**config.mk**
```make
export PLATFORM = sky130hd
export DESIGN_NAME = stream_in_dispatch_flat
export DESIGN_NICKNAME = d
export VERILOG_FILES = /design/src/rtl/stream_in_dispatch_pkg.sv /design/src/rtl/stream_in_dispatch_if.sv /design/src/rtl/stream_in_dispatch_fifo.sv /design/src/rtl/stream_in_dispatch.sv /design/src/flat_wrapper.sv
export SDC_FILE = /design/constraint.sdc
export NUM_CORES = 1
export LEC_CHECK = 0
export ABC_AREA = 1
export CAP_MARGIN = 0
export CORE_MARGIN = 2
export CORE_UTILIZATION = 45
export CTS_BUF_LIST = sky130_fd_sc_hd__clkbuf_4 sky130_fd_sc_hd__clkbuf_8
export CTS_CLUSTER_SIZE = 40
export DETAILED_ROUTE_END_ITERATION = 7
export PLACE_DENSITY_LB_ADDON = 0.12
export SLEW_MARGIN = 10
export SYNTH_ARGS = -nofsm -noshare
export SYNTH_HDL_FRONTEND = slang
export SYNTH_SLANG_ARGS = --single-unit
```
**constraint.sdc**
```tcl
create_clock -name clk -period 6.15 [get_ports clk]
set_input_delay 1.23 -clock clk [delete_from_list [all_inputs] [get_ports clk]]
set_output_delay 1.23 -clock clk [all_outputs]
set_load 0.005 [all_outputs]
```
**src/rtl/stream_in_dispatch_pkg.sv**
```systemverilog
// Shared types, window helpers and width helpers for the stream_in_dispatch slice.
package stream_in_dispatch_pkg;

   typedef enum logic {
      ST_IDLE = 1'b0,
      ST_RUN  = 1'b1
   } state_e;

   localparam int unsigned DEF_DATA_WIDTH     = 32;
   localparam int unsigned DEF_SRC_IMG_WIDTH  = 1920;
   localparam int unsigned DEF_SRC_IMG_HEIGHT = 1080;

   // Width of a counter able to index a dimension; never narrower than one bit.
   function automatic int unsigned clog2_min1(input int unsigned v);
      return (v < 2) ? 1 : $clog2(v);
   endfunction

   localparam int unsigned DEF_COL_W = clog2_min1(DEF_SRC_IMG_WIDTH);
   localparam int unsigned DEF_ROW_W = clog2_min1(DEF_SRC_IMG_HEIGHT);

   // First column of PE j's segment extended left by the halo, clipped at 0.
   function automatic int unsigned win_start(input int unsigned j, input int unsigned w,
                                             input int unsigned n, input int unsigned halo);
      int unsigned b;
      b = w / n;
      return (j * b >= halo) ? (j * b - halo) : 0;
   endfunction

   // Last column of PE j's segment extended right by the halo, clipped at w-1.
   function automatic int unsigned win_end(input int unsigned j, input int unsigned w,
                                           input int unsigned n, input int unsigned halo);
      int unsigned e;
      e = (j + 1) * (w / n) - 1 + halo;
      return (e > w - 1) ? (w - 1) : e;
   endfunction

endpackage

```
**src/rtl/stream_in_dispatch_if.sv**
```systemverilog
// Pixel ingress stream plus the per-PE output channels of stream_in_dispatch.
interface stream_in_dispatch_if #(
   parameter int unsigned DATA_WIDTH = 32,
   parameter int unsigned N_PARALLEL = 2
);
   logic                             s_axis_tvalid;
   logic                             s_axis_tready;
   logic [DATA_WIDTH-1:0]            s_axis_tdata;
   logic                             s_axis_tlast;
   logic [N_PARALLEL-1:0]            m_valid;
   logic [N_PARALLEL-1:0]            m_ready;
   logic [N_PARALLEL*DATA_WIDTH-1:0] m_data;
   logic [N_PARALLEL-1:0]            m_last;

   modport master (
      output s_axis_tvalid, s_axis_tdata, s_axis_tlast, m_ready,
      input  s_axis_tready, m_valid, m_data, m_last
   );

   modport slave (
      input  s_axis_tvalid, s_axis_tdata, s_axis_tlast, m_ready,
      output s_axis_tready, m_valid, m_data, m_last
   );
endinterface

```
**src/rtl/stream_in_dispatch_fifo.sv**
```systemverilog
// Per-PE channel FIFO: count-based full, no push/pop bypass, synchronous flush.
module stream_in_dispatch_fifo #(
   parameter int unsigned WIDTH = 33,
   parameter int unsigned DEPTH = 4
) (
   input  logic             clk,
   input  logic             rst_n,
   input  logic             i_flush,
   input  logic             i_push,
   input  logic [WIDTH-1:0] i_data,
   input  logic             i_pop,
   output logic [WIDTH-1:0] o_data,
   output logic             o_full,
   output logic             o_empty
);
   localparam int unsigned AW = (DEPTH < 2) ? 1 : $clog2(DEPTH);
   localparam int unsigned CW = AW + 1;

   logic [WIDTH-1:0] r_mem [DEPTH];
   logic [AW-1:0]    r_wr_ptr;
   logic [AW-1:0]    r_rd_ptr;
   logic [CW-1:0]    r_count;
   logic             w_do_push;
   logic             w_do_pop;

   assign o_full    = (r_count == CW'(DEPTH));
   assign o_empty   = (r_count == '0);
   assign w_do_push = i_push & ~o_full;
   assign w_do_pop  = i_pop & ~o_empty;
   // Empty channel presents zero so the bus is clean out of reset and after a flush.
   assign o_data    = o_empty ? '0 : r_mem[r_rd_ptr];

   always_ff @(posedge clk or negedge rst_n) begin
      if (!rst_n) begin
         r_wr_ptr <= '0;
         r_rd_ptr <= '0;
         r_count  <= '0;
      end else if (i_flush) begin
         r_wr_ptr <= '0;
         r_rd_ptr <= '0;
         r_count  <= '0;
      end else begin
         if (w_do_push) r_wr_ptr <= r_wr_ptr + 1'b1;
         if (w_do_pop)  r_rd_ptr <= r_rd_ptr + 1'b1;
         if (w_do_push && !w_do_pop)      r_count <= r_count + 1'b1;
         else if (!w_do_push && w_do_pop) r_count <= r_count - 1'b1;
      end
   end

   always_ff @(posedge clk) begin
      if (w_do_push && !i_flush) r_mem[r_wr_ptr] <= i_data;
   end

endmodule

```
**src/rtl/stream_in_dispatch.sv**
```systemverilog
// Pixel ingress: tracks col/row and broadcasts each beat to every PE whose haloed segment covers it.
// Optional STREAM_IN_TLAST_CHECK_EN: flags tlast/column mismatches and resyncs col on early tlast.
module stream_in_dispatch
   import stream_in_dispatch_pkg::*;
#(
   parameter int unsigned DATA_WIDTH     = 32,
   parameter int unsigned SRC_IMG_WIDTH  = 1920,
   parameter int unsigned SRC_IMG_HEIGHT = 1080,
   parameter int unsigned N_PARALLEL     = 2,
   parameter int unsigned HALO           = 3,
   parameter int unsigned FIFO_DEPTH     = 4
) (
   input  logic                  clk,
   input  logic                  rst_n,
   input  logic                  start,
   input  logic                  up_end,
   stream_in_dispatch_if.slave   bus,
   output logic                  frame_done,
   output logic                  err_tlast
);
   localparam int unsigned COL_W = clog2_min1(SRC_IMG_WIDTH);
   localparam int unsigned ROW_W = clog2_min1(SRC_IMG_HEIGHT);
   localparam int unsigned FW    = DATA_WIDTH + 1;
   localparam logic [COL_W-1:0] COL_LAST = COL_W'(SRC_IMG_WIDTH - 1);
   localparam logic [ROW_W-1:0] ROW_LAST = ROW_W'(SRC_IMG_HEIGHT - 1);

   state_e              r_state;
   logic [COL_W-1:0]    r_col;
   logic [ROW_W-1:0]    r_row;
   logic                r_frame_done;
   logic                r_err;

   logic [N_PARALLEL-1:0] w_dest;
   logic [N_PARALLEL-1:0] w_tag;
   logic [N_PARALLEL-1:0] w_full;
   logic [N_PARALLEL-1:0] w_empty;
   logic                  w_ready;
   logic                  w_accept;
   logic                  w_col_last;
   logic                  w_frame_end;
   logic                  w_col_wrap;
   logic                  w_mismatch;

   assign w_col_last  = (r_col == COL_LAST);
   assign w_frame_end = w_col_last && (r_row == ROW_LAST);

`ifdef STREAM_IN_TLAST_CHECK_EN
   assign w_col_wrap  = w_col_last | bus.s_axis_tlast;
   assign w_mismatch  = bus.s_axis_tlast ^ w_col_last;
`else
   logic w_unused_tlast;
   assign w_unused_tlast = bus.s_axis_tlast;
   assign w_col_wrap     = w_col_last;
   assign w_mismatch     = 1'b0;
`endif

   // Beat stalls only if some PE that needs it has a full channel.
   assign w_ready  = (r_state == ST_RUN) && (&(~w_dest | ~w_full));
   assign w_accept = bus.s_axis_tvalid & w_ready;
   assign bus.s_axis_tready = w_ready;

   assign frame_done = r_frame_done;
   assign err_tlast  = r_err;

   genvar j;
   generate
      for (j = 0; j < N_PARALLEL; j++) begin : g_pe
         localparam int unsigned WS = win_start(j, SRC_IMG_WIDTH, N_PARALLEL, HALO);
         localparam int unsigned WE = win_end(j, SRC_IMG_WIDTH, N_PARALLEL, HALO);
         logic          w_lo_ok;
         logic          w_hi_ok;
         logic [FW-1:0] w_out;

         if (WS == 0) begin : g_lo_open
            assign w_lo_ok = 1'b1;
         end else begin : g_lo_cmp
            assign w_lo_ok = (r_col >= COL_W'(WS));
         end
         if (WE == SRC_IMG_WIDTH - 1) begin : g_hi_open
            assign w_hi_ok = 1'b1;
         end else begin : g_hi_cmp
            assign w_hi_ok = (r_col <= COL_W'(WE));
         end

         assign w_dest[j] = w_lo_ok & w_hi_ok;
         assign w_tag[j]  = (r_col == COL_W'(WE));

         stream_in_dispatch_fifo #(
            .WIDTH (FW),
            .DEPTH (FIFO_DEPTH)
         ) u_fifo (
            .clk     (clk),
            .rst_n   (rst_n),
            .i_flush (up_end),
            .i_push  (w_accept & w_dest[j]),
            .i_data  ({w_tag[j], bus.s_axis_tdata}),
            .i_pop   (bus.m_ready[j]),
            .o_data  (w_out),
            .o_full  (w_full[j]),
            .o_empty (w_empty[j])
         );

         assign bus.m_valid[j]                         = ~w_empty[j];
         assign bus.m_data[j*DATA_WIDTH +: DATA_WIDTH] = w_out[DATA_WIDTH-1:0];
         assign bus.m_last[j]                          = w_out[DATA_WIDTH];
      end
   endgenerate

   // Frame FSM with col/row tracking; up_end wins over start and over an accept.
   always_ff @(posedge clk or negedge rst_n) begin
      if (!rst_n) begin
         r_state      <= ST_IDLE;
         r_col        <= '0;
         r_row        <= '0;
         r_frame_done <= 1'b1;
         r_err        <= 1'b0;
      end else begin
         case (r_state)
            ST_IDLE: begin
               if (start && !up_end) begin
                  r_state      <= ST_RUN;
                  r_frame_done <= 1'b0;
                  r_col        <= '0;
                  r_row        <= '0;
                  r_err        <= 1'b0;
               end
            end
            ST_RUN: begin
               if (up_end) begin
                  r_state      <= ST_IDLE;
                  r_frame_done <= 1'b1;
                  r_col        <= '0;
                  r_row        <= '0;
               end else if (w_accept) begin
                  if (w_mismatch) r_err <= 1'b1;
                  if (w_frame_end) begin
                     r_state      <= ST_IDLE;
                     r_frame_done <= 1'b1;
                     r_col        <= '0;
                     r_row        <= '0;
                  end else if (w_col_wrap) begin
                     r_col <= '0;
                     r_row <= r_row + 1'b1;
                  end else begin
                     r_col <= r_col + 1'b1;
                  end
               end
            end
            default: begin
               r_state      <= ST_IDLE;
               r_frame_done <= 1'b1;
            end
         endcase
      end
   end

endmodule

```
**src/flat_wrapper.sv**
```systemverilog
// flat-port wrapper written by rule: the top's interface ports become plain ports
module stream_in_dispatch_flat import stream_in_dispatch_pkg::*;
#(
   parameter int unsigned DATA_WIDTH     = 32,
   parameter int unsigned SRC_IMG_WIDTH  = 1920,
   parameter int unsigned SRC_IMG_HEIGHT = 1080,
   parameter int unsigned N_PARALLEL     = 2,
   parameter int unsigned HALO           = 3,
   parameter int unsigned FIFO_DEPTH     = 4
)
  (clk, rst_n, start, up_end, frame_done, err_tlast, bus_s_axis_tvalid, bus_s_axis_tdata, bus_s_axis_tlast, bus_m_ready, bus_s_axis_tready, bus_m_valid, bus_m_data, bus_m_last);
  stream_in_dispatch_if #(.DATA_WIDTH(DATA_WIDTH), .N_PARALLEL(N_PARALLEL)) bus_i ();
  input  logic clk;
  input  logic rst_n;
  input  logic start;
  input  logic up_end;
  output logic frame_done;
  output logic err_tlast;
  input wire logic [$bits(bus_i.s_axis_tvalid)-1:0] bus_s_axis_tvalid;
  input wire logic [$bits(bus_i.s_axis_tdata)-1:0] bus_s_axis_tdata;
  input wire logic [$bits(bus_i.s_axis_tlast)-1:0] bus_s_axis_tlast;
  input wire logic [$bits(bus_i.m_ready)-1:0] bus_m_ready;
  output wire logic [$bits(bus_i.s_axis_tready)-1:0] bus_s_axis_tready;
  output wire logic [$bits(bus_i.m_valid)-1:0] bus_m_valid;
  output wire logic [$bits(bus_i.m_data)-1:0] bus_m_data;
  output wire logic [$bits(bus_i.m_last)-1:0] bus_m_last;
  assign bus_i.s_axis_tvalid = bus_s_axis_tvalid;
  assign bus_i.s_axis_tdata = bus_s_axis_tdata;
  assign bus_i.s_axis_tlast = bus_s_axis_tlast;
  assign bus_i.m_ready = bus_m_ready;
  assign bus_s_axis_tready = bus_i.s_axis_tready;
  assign bus_m_valid = bus_i.m_valid;
  assign bus_m_data = bus_i.m_data;
  assign bus_m_last = bus_i.m_last;
  stream_in_dispatch #(.DATA_WIDTH(DATA_WIDTH), .SRC_IMG_WIDTH(SRC_IMG_WIDTH), .SRC_IMG_HEIGHT(SRC_IMG_HEIGHT), .N_PARALLEL(N_PARALLEL), .HALO(HALO), .FIFO_DEPTH(FIFO_DEPTH)) u_core (.clk(clk), .rst_n(rst_n), .start(start), .up_end(up_end), .bus(bus_i), .frame_done(frame_done), .err_tlast(err_tlast));
endmodule
```
==> flow_summary.yaml <==
clock_network:
  cts.repair_timing.setup_buffer_count: 0
  number_of_clock_sinks: 302
  cts-hold-fix-buffers: 0
  clock_path_buffers: 3
  cts_repair_resize_count: 0
  htree_num_levels: 2
  clk_pin_slew_worst_paths_ns: 0.06
  tritoncts: "done"
  cts_made_buffers: 50
  clk-insertion-delay-late_ns: 0.57
  clock_tree.root_cell: "clkbuf_8"
finish:
  multi_input_comb_area_um2: 3430
  num-fill-cells: 2423
  layout-drive-gt1-share: 0.0984
  layout_overhead_on_the_synthesized_area_pct: 19.1
  finalNetCount: 1299
  sequential_cell_area_um2: 8880
  finish.cell_count_without_fillers: 1659
  fin_util: 0.546
  antenna-diode-count: 0
power:
  internal_power_uw: 3970
  power.sequential.fraction: 0.413
  share_clk_of_total_power: 0.288
  peakVddDrop_uv: 205
  fin_total_pwr_uw: 5780
  power_switching_uw: 1800
  swShare: 0.312
  power_density_nw_per_um2: 381
  power.combinational.fraction: 0.299
  static_leakage_power_uw: 0.00533
logic_synthesis:
  synth_top_cells_by_count: "296 x nor2_1, 264 x edfxtp_1, 154 x o21ai_0"
  synth_nets: 1180
  synth.avg_cell_area_um2: 11.3
  synth_warnings: 0
  top_cells_by_area_in_the_synthesized_netlist: "edfxtp_1 62%, nor2_1 8.7%, dfrtp_1 7.3%, o21ai_0 6.1%, a21oi_1 3.3%"
  synth_most_common_cell: "nor2_1"
  synthesis.instances: 1126
  main_synth_ff_type: "edfxtp_1"
  ys_async_sr_fraction: 0.126
  post-synth-top-area-cell: "edfxtp_1"
  netlist.area_leader.share: 0.623
  synth.ff_latch_count: 302
  synth_area_um2: 12700
  synth-edff-count: 264
  synth-seq-area-share: 0.698
  post_synth_num_cell_types: 40
setup_path:
  timing.rr.end: "u_core.g_pe[1].u_fifo.r_mem[1][26]$_DFFE_PP_"
  worstSetupStartpointType: "flip-flop"
  critical_path.endpoint_type: "primary output"
  worst_path_max_delay_cell: "clkdlybuf4s50_1"
  critPathLaunch: "u_core.g_pe[0].u_fifo.r_rd_ptr[1]$_DFFE_PN0P_"
  worstRegToRegCells: 12
  crit_path_cell_trace: "clkinv_1 -> buf_4 -> nor2_1 -> o21ai_0 -> a21oi_1 -> clkdlybuf4s50_1"
  cp_data_arrival_time_ns: 2.94
  endpoint_required_time_on_the_critical_path_ns: 4.92
  path_max_fanout: 19
  worst_path_largest_cell_delay_ns: 0.57
  critPathKind: "reg -> out"
  reg2reg_slack_ns: 2.79
  regToRegStartpoint: "u_core.r_col[1]$_DFFE_PN0P_"
grt:
  number_of_antenna_violations_at_the_first_check_in_global_routing: 1
  grt_pass1_vias: 8409
  wire_length_of_the_first_global_routing_pass_mm: 45.1
  pin_count_of_the_biggest_net_entering_global_routing: 68
  global_route.overflow_total: 0
  grt_util_all_layers: 0.200
sta:
  clock-skew-final_ns: 0.0199
  setup_total_negative_slack_ns: 0
  report.final.hold_viol_count: 0
  maxSlewHeadroom: 0.228
  layout_min_cycle_time_ns: 4.17
  grt_setup_unrepaired: "no"
  worst-slew-pin-transition_ns: 1.16
  fin_crit_sh: 0.678
  finalSetupViolations: 0
  max_fclk_mhz: 240
  timing.final.max_slew_violations: 0
  setup_slack_ns: 1.98
routing:
  total_number_of_vias: 8528
  first_pass_iters: 4
  finalWirelength_mm: 28.9
  drt-wirelength-per-cell_um: 17.4
  drt_iter0_drc: 635
  drc_errors: 0
  drt-vias-per-instance: 5.14
  ant_nets: 0
place:
  place.gp.congestion: 0.871
  dp_worst_setup_slack_ns: 2.00
  port-buffer-count: 108
  hpwlAfterDp_mm: 16.7
  placed_cells_incl_taps: 1571
run_status:
  status: "completed"
floorplan:
  initial_core_util: 0.458
  rows: 61
  placeable_core_region_um2: 27800
  die_w_um: 172
  pin_count: 111
  die_height_um: 172
  floorplan.die_area_um2: 29600
flow_run:
  timing.max_cap.violations: 0
min_path:
  hold_end: "u_core.frame_done$_DFFE_PN1P_"
  holdCritStartpoint: "u_core.frame_done$_DFFE_PN1P_"
  hold_path_class: "reg -> reg"
  hold_depth: 2
[placed cells by master, fill, tap and decap left out, drive strengths merged, types with 3 or more instances in the layout]
cell and instances:
nor3 20, ha 12, dfrtp 37, clkbuf 71, o21ai 156, clkinv 19, inv 61, nand3 26
nand2 66, nand4 11, buf 16, nor3b 3, a21oi 85, xor2 10, nor2 304, edfxtp 264
clkdlybuf4s50 107
[logic make-up after synthesis]
family	count (synthesis)	synth area share
adders and majority gates	14	0.0149
DFF	302	0.698
and+or+nand+nor	433	0.144
AOI/OAI and AO/OA	245	0.0983
buffers and inverters	121	0.0383
other	1	0.000295
xor gates and xnor gates	10	0.00688
[layout make-up]
type / instances / share of cell area
Inverter: 65 / 0.0161
Timing Repair Buffer: 123 / 0.0784
Sequential cell: 302 / 0.586
Clock inverter: 17 / 0.00503
Clock buffer: 71 / 0.0570
Multi-Input combinational cell: 703 / 0.226
Tap cell: 378 / 0.0312
[how the worst max path moves through the flow]
stage | to | slack [ns]
after floorplan | u_core.g_pe[1].u_fifo.r_mem[0][0]$_DFFE_PP_ | 2.58
after global placement | u_core.g_pe[1].u_fifo.r_mem[1][27]$_DFFE_PP_ | 1.99
after detailed placement | u_core.g_pe[1].u_fifo.r_mem[1][27]$_DFFE_PP_ | 2.00
after CTS | bus_m_data[0] | 1.91
after global routing | bus_m_data[24] | 1.79
final | bus_m_data[31] | 1.98
[power groups by stage]
stage	combinational [uW]	sequential, uW	clock, uW
after global placement	1730	2420	0
after detailed placement	1740	2430	0
after floorplan	851	2410	0
after global routing	1930	2400	1790
final	1730	2390	1660
after CTS	1750	2390	1700
[critical path, delay by kind of cell (launching register included)]
family          cells  cell delay, ns
buf+inv             3            1.52
simple gates        1            0.12
flops               1            0.34
compound gates      2            0.38
[registers in the layout (all words and copies together), names as in the netlist]
| name | count |
|---|---|
| u_core.frame_done | 1 |
| u_core.g_pe.u_fifo.r_count | 6 |
| u_core.g_pe.u_fifo.r_mem | 264 |
| u_core.g_pe.u_fifo.r_rd_ptr | 4 |
| u_core.g_pe.u_fifo.r_wr_ptr | 4 |
| u_core.r_col | 11 |
| u_core.r_row | 11 |
| u_core.r_state | 1 |
[metrics by stage]
| stage | hold slack (ns) | area, um2 |
|---|---|---|
| 2_1_floorplan | 0.455 | 12700 |
| 3_3_place_gp | 0.472 | 14200 |
| 3_5_place_dp | 0.467 | 14200 |
| 4_1_cts | 0.483 | 15200 |
| 5_1_grt | 0.505 | 15200 |
| 6_report | 0.482 | 15200 |
[per-layer routing]
metal | part of all wire | track usage
met3 | 0.046 | 0.0352
met4 | 0.019 | 0.0596
met2 | 0.48 | 0.338
met5 | 0 | 0
met1 | 0.45 | 0.266
Power figures use the tool's default switching activity.
